**src/rtl/ldpe_pipe_bank.sv**
```systemverilog
// ldpe_pipe_bank: WIDTH x DEPTH gated delay line with async preset and valid count.
// Optional macro LDPE_PIPE_BYPASS_EN adds BYP, a transparent D->Q path.
module ldpe_pipe_bank #(
  parameter int WIDTH = 8,
  parameter int DEPTH = 4,
  parameter logic [WIDTH-1:0] INIT = {WIDTH{1'b1}},
  localparam int CW = $clog2(DEPTH+1)
) (
  input  logic             C,
  input  logic             PRE,
  input  logic             GE,
  input  logic             FLUSH,
  input  logic [WIDTH-1:0] D,
  input  logic             DV,
`ifdef LDPE_PIPE_BYPASS_EN
  input  logic             BYP,
`endif
  output logic [WIDTH-1:0] Q,
  output logic             QV,
  output logic [CW-1:0]    CNT
);

  logic [WIDTH-1:0] s [DEPTH];
  logic [DEPTH-1:0] v;
  logic [CW-1:0]    cnt;

  // data stages: preset to INIT, otherwise shift on GE; FLUSH leaves data alone
  always_ff @(posedge C or posedge PRE) begin
    if (PRE) begin
      for (int i = 0; i < DEPTH; i++)
        s[i] <= INIT;
    end else if (!FLUSH && GE) begin
      s[0] <= D;
      for (int i = 1; i < DEPTH; i++)
        s[i] <= s[i-1];
    end
  end

  // valid bits and running count move together so CNT always equals popcount(v)
  always_ff @(posedge C or posedge PRE) begin
    if (PRE) begin
      v   <= '0;
      cnt <= '0;
    end else if (FLUSH) begin
      v   <= '0;
      cnt <= '0;
    end else if (GE) begin
      v[0] <= DV;
      for (int i = 1; i < DEPTH; i++)
        v[i] <= v[i-1];
      cnt <= cnt + CW'(DV) - CW'(v[DEPTH-1]);
    end
  end

  assign CNT = cnt;

`ifdef LDPE_PIPE_BYPASS_EN
  // bypass is transparent only outside preset; preset already forces s to INIT
  always_comb begin
    Q  = s[DEPTH-1];
    QV = v[DEPTH-1];
    if (BYP && !PRE) begin
      Q  = D;
      QV = DV;
    end
  end
`else
  // outputs come straight from the last stage
  always_comb begin
    Q  = s[DEPTH-1];
    QV = v[DEPTH-1];
  end
`endif

endmodule

```
**config.mk**
```make
export PLATFORM = sky130hd
export DESIGN_NAME = ldpe_pipe_bank
export DESIGN_NICKNAME = d
export VERILOG_FILES = /design/src/rtl/ldpe_pipe_bank.sv
export SDC_FILE = /design/constraint.sdc
export NUM_CORES = 1
export LEC_CHECK = 0
export BUFFER_PORTS_ARGS = -buffer_cell sky130_fd_sc_hd__buf_2
export CAP_MARGIN = 20
export CORE_MARGIN = 2
export CORE_UTILIZATION = 40
export CTS_CLUSTER_DIAMETER = 120
export CTS_CLUSTER_SIZE = 20
export DETAILED_ROUTE_END_ITERATION = 7
export SYNTH_ARGS = -nofsm -noshare
export SYNTH_HDL_FRONTEND = slang
export SYNTH_SLANG_ARGS = --single-unit
```
**constraint.sdc**
```tcl
create_clock -name C -period 2.2 [get_ports C]
set_clock_uncertainty 0.05 [all_clocks]
set_input_delay 0.33 -clock C [delete_from_list [all_inputs] [get_ports C]]
set_output_delay 0.33 -clock C [all_outputs]
set_load 0.005 [all_outputs]
```
==> summary.md <==
| Metric | Value |
|---|---|
| Initial antenna violation count | 0 |
| Tmin final | 1960 ps |
| Post-synthesis sequential area ratio | 0.554 |
| Pleak | 0.940 nW |
| Avg Cell Area, Syn | 16.5 µm² |
| CP endpoint kind | flip-flop |
| Clock sink total | 39 |
| Largest stage delay on the critical path | between 300 and 400 ps |
| Final hold vios | 0 |
| Largest net degree at the start of global routing | 40 |
| Grt ovf | 0 |
| # nets final | ~150 |
| Die W | just over 70 µm |
| Unrepaired setup endpoints after global routing | no |
| Post-synth cell types | 17 |
| Iteration-0 DRC Markers | 51 |
| Iteration count of the initial detailed-routing pass | 4 |
| Max-Cap Viols | 0 |
| Layout area overhead | 7.84% |
| Synthesized area | 1840 µm² |
| Initial Util | 0.419 |
| Number of I/O pins | 25 |
| Max_slew headroom | 0.673 |
| Via density | approximately 4.8 |
| Worst Path Required | 2330 ps |
| Clock buffer count from CTS | 5 |
| WL final | 2650 µm |
| Worst Setup Path Type | flip-flop to flip-flop |
| EDFF count, synth | 0 |
| WP data arrival | 2090 ps |
| Antenna cells | 0 |
| Setup TNS | 0 ps |
| Die span in y | 71.7 µm |
| Post-route DRC | 0 |
| Cell Pwr Density | 1010 nW/µm² |
| DP Worst Slack | 259 ps |
| DP Wirelength | ~1800 µm |
| Cell Chain, Critical Path | inv_1 -> ha_1 -> inv_1 -> ha_1 -> inv_1 -> fa_1 -> xor2_1 -> a21oi_1 -> a31o_2 |
| Routed wire per std cell | roughly 14 µm |
| DRT antenna net count | 0 |
| Peak supply drop | 0.472 mV |
| Area of the die | 5150 µm² |
| FF-to-FF path depth | 9 |
| Syn Inst Count | 111 |
| CP max stage cell | dfrtp_1 |
| Layout cells sized above 1 | 0.756 |
| Number of synthesized register bits | 39 |
| CTS max path bufs | 2 |
| GP Congestion | between 0.7 and 0.8 |
| CTS tree | yes |
| GRT Total Usage | 0.117 |
| Setup Viol. Count Final | 0 |
| IO Port Bufs | 24 |
| Peak Freq | around 510 MHz |
| Status | finished, final reports clean |
| Post-CTS setup buffer count | 0 |
| Post-CTS sizing | 0 |
| CTS H-tree depth | 2 |
| Max FO, Critical Path | 3 |
| Core ar. | 4380 µm² |
| Reg2reg setup slack | about 240 ps |
| Ys async rst share | 1.00 |
| Vias | 877 |
| FF-to-FF Start | CNT[0]$_DFFE_PP0P_ |
| Synth warnings | 0 |
| Crit path top cell by count | inv_1 |
| Slew Viols, Final | 0 |
| Synthesized net count | 127 |
| Clock latency on the worst-skew pair | 290 ps |
| First-pass GRT wire length | 4570 µm |
| CP Launch Type | flip-flop |
| Vias in the first global route | 936 |
| Final cycle utilization of the critical path | 0.890 |
| Critical path capture point | CNT[2]$_DFFE_PP0P_ |
| # fillers | 406 |
| CTS root buf | clkbuf_8 |
| Setup crit start | CNT[0]$_DFFE_PP0P_ |
| Main synth FF type | dfstp_2 |
| Setup ws final | 243 ps |
| RR Endpoint | CNT[2]$_DFFE_PP0P_ |
| Core Rows | 24 |
| Worst Tran Pin Value | 490 ps |
| Hold buffers post-CTS | 0 |
| Worst Hold Class | input pin to async pin |
| Worst-path clk slew | 80 ps |
[metrics by stage]
stage	util	cells	area, µm²	hold WS (ps)	power (mW)
3_3_place_gp	0.432	175	1890	411	1.52
5_1_grt	0.451	183	1980	130	2.12
6_report	0.451	183	1980	106	2.00
3_5_place_dp	0.432	175	1890	429	1.55
4_1_cts	0.451	183	1980	106	2.04
2_1_floorplan	-	111	1840	427	1.51
[sequential cells by signal (all words and copies together) (netlist names)]
name and cells:
s 24, CNT 3, Q 8, v 4
[Yosys cell counts (2+ instances only)]
| master | count | area (µm²) |
|---|---|---|
| dfstp_2 | 32 | 841 |
| inv_1 | 5 | 18.8 |
| nor2_1 | 7 | 26.3 |
| dfrtp_1 | 7 | 175 |
| ha_1 | 2 | 25.0 |
| buf_6 | 3 | 33.8 |
| buf_12 | 3 | 60.1 |
| mux2i_1 | 6 | 60.1 |
| mux2_2 | 2 | 22.5 |
| mux2_4 | 30 | 450 |
| buf_4 | 8 | 60.1 |
[cells in the final DEF (no fill, tap or decap), types with 2 or more instances in the layout]
cell,instances
ha_1,2
dfstp_2,32
nor2_1,7
mux2i_1,6
mux2_2,2
dfrtp_1,7
inv_1,5
buf_2,24
mux2_4,30
clkbuf_8,5
[where the power goes]
group | total [mW] | internal, mW | switching (mW) | leakage [nW]
sequential | 1.11 | 1.01 | 0.0992 | 0.432
clock | 0.475 | 0.222 | 0.253 | 0.0412
combinational | 0.415 | 0.291 | 0.125 | 0.467
total | 2.00 | 1.52 | 0.477 | 0.940
[worst min path at each step]
stage          cells past startpoint            endpoint  slack (ps)
3_5_place_dp                       3  CNT[2]$_DFFE_PP0P_         430
4_1_cts                            3  CNT[2]$_DFFE_PP0P_         110
3_3_place_gp                       3  CNT[2]$_DFFE_PP0P_         410
6_report                           3    v[2]$_DFFE_PP0P_         110
2_1_floorplan                      1   s[24]$_DFFE_PP1P_         430
5_1_grt                            3    v[2]$_DFFE_PP0P_         130
[metal layers]
layer | track usage | vias to the layer above | part of all wire
li1 | - | 402 | -
met1 | 0.148 | 450 | 0.46
met2 | 0.179 | 19 | 0.48
met3 | 0.0380 | 6 | 0.037
met4 | 0.0629 | 0 | 0.021
met5 | 0 | - | 0
[area by class of cell]
| class | count | area (µm²) | share of cell area |
|---|---|---|---|
| sequential | 39 | 1020 | 0.513 |
| multi-input combinational | 53 | 647 | 0.327 |
| timing repair buffer | 26 | 148 | 0.0746 |
| clock buffer | 6 | 72.6 | 0.0367 |
| tap | 52 | 65.1 | 0.0329 |
| inverter | 5 | 18.8 | 0.00948 |
| clock inverter | 2 | 12.5 | 0.00632 |
[critical path, delay by kind of cell (launching register included)]
| family | cells | cell delay [ps] |
|---|---|---|
| XOR/XNOR | 1 | 190 |
| adder cells (fa/ha/maj) | 3 | 770 |
| AO/OA/AOI/OAI | 2 | 310 |
| buffers and inverters | 3 | 160 |
| flip-flops | 1 | 380 |
[logic make-up (layout without fill, tap and decap cells)]
logic type	Yosys count	in the layout	share of synthesized area
DFF	39	39	0.554
muxes	38	38	0.290
buffers and inverters	19	39	0.0941
and+or+nand+nor	9	9	0.0252
adders and majority gates	3	3	0.0245
AOI/OAI and AO/OA	2	2	0.00750
xor gates and xnor gates	1	1	0.00477
No activity file was read; power rests on OpenSTA's default activity.
